===== src/rtl/simon_pkg.sv =====
// Shared types and LFSR helpers for the Simon game controller.
package simon_pkg;

  typedef enum logic [2:0] {
    ST_IDLE,
    ST_PAUSE,
    ST_SHOW_ON,
    ST_SHOW_OFF,
    ST_INPUT,
    ST_WIN,
    ST_LOSE
  } simon_state_t;

  typedef logic [1:0] color_t;

  localparam logic [7:0] LFSR_RESET = 8'h01;

  function automatic logic [7:0] lfsr_next(input logic [7:0] v);
    return {v[6:0], v[7] ^ v[5] ^ v[4] ^ v[3]};
  endfunction

endpackage


===== src/rtl/simon_lfsr.sv =====
// 8-bit Fibonacci LFSR with synchronous load and step; load has priority.
module simon_lfsr
  import simon_pkg::*;
(
  input  logic       clk,
  input  logic       rst,
  input  logic       load,
  input  logic [7:0] load_val,
  input  logic       step,
  output logic [7:0] q
);

  always_ff @(posedge clk) begin
    if (rst) begin
      q <= LFSR_RESET;
    end else if (load) begin
      q <= load_val;
    end else if (step) begin
      q <= lfsr_next(q);
    end
  end

endmodule


===== src/rtl/simon_sequencer.sv =====
// Simon game controller: LFSR-regenerated playback, player input check, win/lose.
// Optional press echo on the LED during INPUT is enabled by defining SIMON_ECHO_EN.
module simon_sequencer
  import simon_pkg::*;
#(
  parameter int unsigned MAX_LEN       = 16,
  parameter int unsigned SHOW_TICKS    = 8,
  parameter int unsigned GAP_TICKS     = 4,
  parameter int unsigned TIMEOUT_TICKS = 64
) (
  input  logic       clk,
  input  logic       rst,
  input  logic       tick,
  input  logic       start,
  input  logic [7:0] seed,
  input  logic       btn_valid,
  input  logic [1:0] btn_color,
  output logic       led_on,
  output logic [1:0] led_color,
  output logic [7:0] level,
  output logic       busy,
  output logic       win,
  output logic       lose
);

  localparam int unsigned CW = 16;

  simon_state_t state;
  logic [CW-1:0] cnt;
  logic [7:0]    idx;
  logic [7:0]    seed_r;
  logic [7:0]    seed_fix;
  logic [7:0]    lfsr_q;
  logic [7:0]    lfsr_val;
  logic [5:0]    lfsr_unused;
  color_t        cur_color;
  logic          lfsr_load, lfsr_step;
  logic          start_ok, pause_done, show_done, off_done, last_shown;
  logic          press_ok, press_last, at_max, timed_out;
`ifdef SIMON_ECHO_EN
  logic [CW-1:0] ecnt;
`endif

  assign {lfsr_unused, cur_color} = lfsr_q;

  assign seed_fix   = (seed == 8'h00) ? LFSR_RESET : seed;
  assign start_ok   = start && (state == ST_IDLE || state == ST_WIN || state == ST_LOSE);
  assign pause_done = (state == ST_PAUSE) && tick && (cnt == CW'(GAP_TICKS - 1));
  assign show_done  = (state == ST_SHOW_ON) && tick && (cnt == CW'(SHOW_TICKS - 1));
  assign off_done   = (state == ST_SHOW_OFF) && tick && (cnt == CW'(GAP_TICKS - 1));
  assign last_shown = off_done && (idx + 8'd1 == level);
  assign press_ok   = (state == ST_INPUT) && btn_valid && (btn_color == cur_color);
  assign press_last = press_ok && (idx + 8'd1 == level);
  assign at_max     = (level == 8'(MAX_LEN));
  assign timed_out  = (state == ST_INPUT) && !btn_valid && tick &&
                      (cnt == CW'(TIMEOUT_TICKS - 1));

  // The LFSR advances as SHOW_ON ends rather than as SHOW_OFF ends; it is not
  // observed in between, so the lit colour is simply lfsr[1:0] on SHOW_ON entry.
  assign lfsr_load = start_ok || last_shown || (press_last && !at_max);
  assign lfsr_step = show_done || (press_ok && !press_last);
  assign lfsr_val  = start_ok ? seed_fix : seed_r;

  simon_lfsr u_lfsr (
    .clk      (clk),
    .rst      (rst),
    .load     (lfsr_load),
    .load_val (lfsr_val),
    .step     (lfsr_step),
    .q        (lfsr_q)
  );

  always_ff @(posedge clk) begin
    if (rst) begin
      state     <= ST_IDLE;
      cnt       <= '0;
      idx       <= '0;
      level     <= '0;
      seed_r    <= LFSR_RESET;
      led_on    <= 1'b0;
      led_color <= '0;
      busy      <= 1'b0;
      win       <= 1'b0;
      lose      <= 1'b0;
`ifdef SIMON_ECHO_EN
      ecnt      <= '0;
`endif
    end else begin
      unique case (state)
        ST_IDLE, ST_WIN, ST_LOSE: begin
          if (start_ok) begin
            state  <= ST_PAUSE;
            seed_r <= seed_fix;
            level  <= 8'd1;
            idx    <= '0;
            cnt    <= '0;
            busy   <= 1'b1;
            win    <= 1'b0;
            lose   <= 1'b0;
          end
        end
        ST_PAUSE: begin
          if (pause_done) begin
            state     <= ST_SHOW_ON;
            cnt       <= '0;
            led_on    <= 1'b1;
            led_color <= cur_color;
          end else if (tick) begin
            cnt <= cnt + 1'b1;
          end
        end
        ST_SHOW_ON: begin
          if (show_done) begin
            state  <= ST_SHOW_OFF;
            cnt    <= '0;
            led_on <= 1'b0;
          end else if (tick) begin
            cnt <= cnt + 1'b1;
          end
        end
        ST_SHOW_OFF: begin
          if (off_done) begin
            cnt <= '0;
            if (last_shown) begin
              state <= ST_INPUT;
              idx   <= '0;
              busy  <= 1'b0;
            end else begin
              state     <= ST_SHOW_ON;
              idx       <= idx + 8'd1;
              led_on    <= 1'b1;
              led_color <= cur_color;
            end
          end else if (tick) begin
            cnt <= cnt + 1'b1;
          end
        end
        ST_INPUT: begin
          if (btn_valid) begin
            cnt <= '0;
            if (!press_ok) begin
              state  <= ST_LOSE;
              lose   <= 1'b1;
              led_on <= 1'b0;
            end else if (press_last) begin
              led_on <= 1'b0;
              if (at_max) begin
                state <= ST_WIN;
                win   <= 1'b1;
              end else begin
                state <= ST_PAUSE;
                level <= level + 8'd1;
                idx   <= '0;
                busy  <= 1'b1;
              end
            end else begin
              idx <= idx + 8'd1;
`ifdef SIMON_ECHO_EN
              led_on    <= 1'b1;
              led_color <= btn_color;
              ecnt      <= '0;
`endif
            end
          end else begin
            if (timed_out) begin
              state  <= ST_LOSE;
              lose   <= 1'b1;
              led_on <= 1'b0;
            end else if (tick) begin
              cnt <= cnt + 1'b1;
            end
`ifdef SIMON_ECHO_EN
            if (led_on && tick) begin
              if (ecnt == CW'(SHOW_TICKS - 1)) begin
                led_on <= 1'b0;
              end else begin
                ecnt <= ecnt + 1'b1;
              end
            end
`endif
          end
        end
        default: state <= ST_IDLE;
      endcase
    end
  end

endmodule


===== config.mk =====
export PLATFORM = sky130hd
export DESIGN_NAME = simon_sequencer
export DESIGN_NICKNAME = d
export VERILOG_FILES = /design/src/rtl/simon_pkg.sv /design/src/rtl/simon_lfsr.sv /design/src/rtl/simon_sequencer.sv
export SDC_FILE = /design/constraint.sdc
export NUM_CORES = 1
export LEC_CHECK = 0
export CORE_MARGIN = 2
export CORE_UTILIZATION = 39
export DETAILED_ROUTE_END_ITERATION = 8
export GPL_TIMING_DRIVEN = 0
export PLACE_DENSITY = 0.63
export SLEW_MARGIN = 0
export SYNTH_ARGS = -nofsm -noshare
export SYNTH_HDL_FRONTEND = slang
export SYNTH_SLANG_ARGS = --single-unit

===== constraint.sdc =====
create_clock -name clk -period 3.27 [get_ports clk]
set_input_delay 0.654 -clock clk [delete_from_list [all_inputs] [get_ports clk]]
set_output_delay 0.654 -clock clk [all_outputs]
set_load 0.01 [all_outputs]

* Yosys cells after proc, flatten, opt, wreduce, memory -nomap -nowiden *
Index checks and enable logic that the tools add are counted.

storage, ports and cells
  register bits = 57
  latch bits = 0
  RAM bits = 0
  memory bits (read-only) = 0
  input port bits = 15
  output and inout bits = 14
  word-level logic and storage cells = 155
  memories kept = 0

operators by class
  add/subtract/negate cells = 3
  $mul = 0
  divide/modulo/power cells = 0
  $lt $le $gt $ge = 0
  equality and inequality tests = 28
  shift operators = 0
  multiplexer cells = 68
  bitwise gates (word level) = 3
  reductions and logical operators = 42

operator list
  cell                                             count
  2-to-1 mux 8 bit                                 16
  2-to-1 mux 16 bit                                7
  one-hot mux 16 bit (5 select lines)              1
  2-to-1 mux 3 bit                                 10
  one-hot mux 8 bit (3 select lines)               1
  AND reduction 6 bit                              4
  2-to-1 mux 1 bit                                 23
  inequality test 2 bit (second input constant)    11
  adder 16 x 1 -> 16 bit (second input constant)   1
  adder 8 x 1 -> 8 bit (second input constant)     2
  == test 16 x 2 -> 1 bit (second input constant)  1
  == test 16 x 3 -> 1 bit (second input constant)  1
  == test 16 x 6 -> 1 bit (second input constant)  1
  logical AND 1 bit                                16
  one-hot mux 8 bit (2 select lines)               1
  one-hot mux 3 bit (5 select lines)               1
  inequality test 3 bit (second input constant)    4
  == test 3 bit (second input constant)            3
  == test 8 x 5 -> 1 bit (second input constant)   1
  == test 8 bit                                    1
  logical NOT 8 bit                                1
  AND reduction 4 bit                              2
  AND reduction 8 bit                              1
  AND reduction 7 bit                              1
  19 further kinds                                 33

* Logic depth before layout (Yosys ltp) *
  depth in word-level cells = 9
  mapped depth = 10
  mapped depth without buffers = 8

* By module *
From an unflattened synthesis, not the netlist that was laid out.

second synthesis, totals
  cell total of the unflattened synthesis = 397
  area, all modules = 3,382.0 um^2

modules (own cells, without submodules)
  module           instances  cells an instance  area an instance (um^2)  sequential area each (um^2)
  simon_sequencer  1          358                2,959.1                  980.9
  simon_lfsr       1          39                 422.9                    160.2

* Least setup slack after synthesis *
Ideal clock, no wire load.

  kind = register to register
  from = reg idx[0]
  to = reg level[5]
  setup time = 123 ps
  arrival = 2,692 ps
  required time = 3,147 ps
  setup slack = 455 ps
  stages on the path, launching flop included = 10
  path buffers = 1
  clock period less this slack = 2,815 ps
  path through = dfxtp_1 ha_1 nand3_4 or3_4 a2111oi_4 o211ai_4 or3_1 buf_6 nor3_4 mux2_1

on the way
  cells in the longest elaborated chain, start to end = 5

RTL lines
  item                             RTL line                text
  start: declaration               simon_sequencer.sv:30   logic [7:0] idx;
  start signal: assignment         simon_sequencer.sv:130  idx <= idx + 8'd1;
  start signal: assignment         simon_sequencer.sv:157  idx <= idx + 8'd1;
  adder 8 x 1 -> 8 bit             simon_sequencer.sv:53   assign press_last = press_ok && (idx + 8'd1 == level);
  == test 8 bit                    simon_sequencer.sv:53
  logical AND 1 bit                simon_sequencer.sv:53
  inequality test 2 bit (no line)  n/a
  AND reduction 6 bit (no line)    n/a
  end signal: assignment           simon_sequencer.sv:152  level <= level + 8'd1;
  end: declaration                 simon_sequencer.sv:20   output logic [7:0] level,

No other way between the ends.
A chain may end at the register's enable or synchronous reset.

* Worst setup path in the final report *
Ends and elaborated chain as after synthesis.

==> run summary <==
startpoint types: register
final net count: 456
flop2flop setup slack: 230 ps
Total Wirelength: 8433 um
synth-to-layout area growth: 18.43%
total nets after synthesis: 418
Syn Std Cell Area: 3319 um2
Vias: 3,108
met3 WL: 464 um
Leak: 1.274 nW
final setup TNS: 0 ps
max_cap viols: 0
worst hold path startpoint: led_color[1]
actual slew at the worst max-slew pin: 870.8 ps
Num CTS Buffers: 9
Vias/cell: 5.682
Clock Tree Buf Depth: 2
grt total ovfl: 0
worst reg-to-reg path cell count: 9
port bufs: 27
number of enable flip-flop cells after synthesis: 0
syn_area_per_cell: 8.319 um2
worst hold path class: reg2reg
Final HPWL DP: 6274 um
first-pass GRT wire length: 13,780 um
postcts setup bufs: 0
Primary FF master, synth: dfxtp_1
Initial Util: 40.40%
Max Freq: 0.3292 GHz
share of cells above drive strength 1: 9.502%
worst-path maximum fanout: 8
final-report hold violation count: 0
initial antenna violation count: 0
synthesized instance count: 399
highest metal used: met4
synth warn: 0
Die Ht: 96.26 um
Reg2Reg Launch Point: idx[0]
post-synthesis sequential area ratio: 34.38%
H-tree depth: 3
Worst Hold Depth: 2
drc violations: 0
antenna-violating nets left: 0
die footprint: 9265 um2
Setup violations, final: 0
clock root buffer: clkbuf_8
Fin Hold WS: 468.9 ps
FF+latch area: 1141 um2
number of global-route vias before repair: 2,855
crit path time final: 3038 ps
power per cell area: 664.0 nW/um2
n_diodes: 0
met2 wire length: 3817 um
FF-to-FF End: level[5]
status: finished clean
Initial DRT Pass Iterations: 4
Placeable Area: 8217 um2
Yosys cell types: 70
Post-synth ARST share: 0%
wl on met1: 3994 um
final slew viol count: 0
post-synthesis sequential element count: 57
final period utilization: 92.91%
Total Power: 2.610 mW
Peak VDD IR: 0.3871 mV
Final Skew: 12.48 ps
RSZ-0062 raised after global routing: false
largest net degree at the start of global routing: 13
Worst Hold Path EP: led_color[1]
Final Util: 47.85%
Die X: 96.26 um
relative slew slack: 40.29%
RD Place Congestion: 0.8912
DRT iter0 DRCs: 188
multi-input gate area in the final layout: 2027 um2
TritonCTS clock tree: built
WP data required: 3510 ps
TritonCTS sink count: 57
Filler Cell Count: 808
arrival time worst endpoint: 3280 ps
crit path capture type: register
CTS clk-pin slew, worst paths: 80 ps
FP Rows: 33
Routed WL per cell: 15.42 um
total track usage: 19.44%
I/O pin total: 29
clk_lat worst skew: 350 ps
CP Class: reg2reg
==> area by class of cell <==
class,instances,area share [%]
buffer,23,2.578
clock inverter,7,2.037
multi-input combinational,304,51.56
inverter,15,1.432
tap,105,3.342
sequential,57,29.03
timing repair buffer,27,6.875
clock buffer,9,3.151
==> repair_timing <==
action / CTS / global route
resized for setup: 0 / 2
setup endpoints to repair: 0 / 6
endpoints found under the hold margin: 0 / 0
hold buffers: 0 / 0
==> per-stage QoR <==
stage,setup slack (ps),instances,cell area [um2]
after floorplan,455.0,399,3319
after CTS,80.05,547,3925
after global routing,37.90,547,3931
after global placement,-4.624,531,3721
after detailed placement,-69.43,531,3721
final,231.9,547,3931
==> per-layer routing <==
metal	vias up	global-route usage, %
met1	1452	26.34
li1	1553	-
met3	15	4.307
met4	0	7.976
met5	-	0
met2	88	29.75
==> kinds of logic (layout without fill, tap and decap cells) <==
| logic type | count (synthesis) | after routing | synth area share, % |
|---|---|---|---|
| fa+ha+maj | 5 | 5 | 1.809 |
| flops | 57 | 57 | 34.38 |
| xor+xnor | 24 | 24 | 6.332 |
| compound gates | 102 | 102 | 23.67 |
| buf+inv | 38 | 81 | 4.749 |
| simple gates | 161 | 161 | 25.37 |
| mux | 12 | 12 | 3.694 |
==> worst max-delay path by stage <==
stage                        start        to  slack, ps  cells after the start
after CTS                   idx[0]    idx[4]         80                      9
after floorplan             idx[0]  level[5]        460                      9
after detailed placement      tick   cnt[12]        -70                      9
final                       idx[0]  level[5]        230                      9
after global routing      state[2]  level[5]         40                      8
after global placement        tick    cnt[2]         -5                      9
==> synthesized netlist by cell type, drive strengths merged (7+ instances only) <==
library cell   n  area [um2]
or3            8       55.05
inv           15       56.30
clkbuf        17       63.81
mux2i         10       100.1
nand4          9       56.30
o2bb2ai        7       61.31
nor2          34       127.6
xnor2         13       113.9
o211ai         8       78.82
dfxtp         57        1141
xor2          11       96.34
o21ai         13       68.82
nand2         37       138.9
nand3         28       157.7
a21oi         28       143.9
nor3           9       56.31
==> flip-flops by register name, indices dropped and copies added, names as in the netlist <==
register   flops
led_color      2
idx            8
state          3
seed_r         8
led_on         1
cnt           16
busy           1
lose           1
win            1
u_lfsr.q       8
level          8
==> cells in the final DEF (no fill, tap or decap), drive strengths merged, types with 10 or more instances in the layout <==
master         instances
a21oi                 28
inv                   16
xnor2                 13
nand3                 28
mux2i                 10
clkbuf                26
clkdlybuf4s50         27
o21ai                 13
nor2                  34
nand2                 37
dfxtp                 57
xor2                  11
==> critical path, cell delays in order, from the launching register on <==
cell and delay, ps:
dfxtp_1 450, ha_2 300, nand3_4 120, or3_4 420, a2111oi_4 450, o211ai_4 190, or3_1 390, buf_6 150
nor3_4 110, mux2_1 340
==> where the power goes <==
part / total, mW / internal [mW] / switching [mW]
clock: 0.679 / 0.357 / 0.322
combinational: 1.05 / 0.399 / 0.652
sequential: 0.880 / 0.803 / 0.0765
total: 2.61 / 1.56 / 1.05
Power figures use the tool's default switching activity.
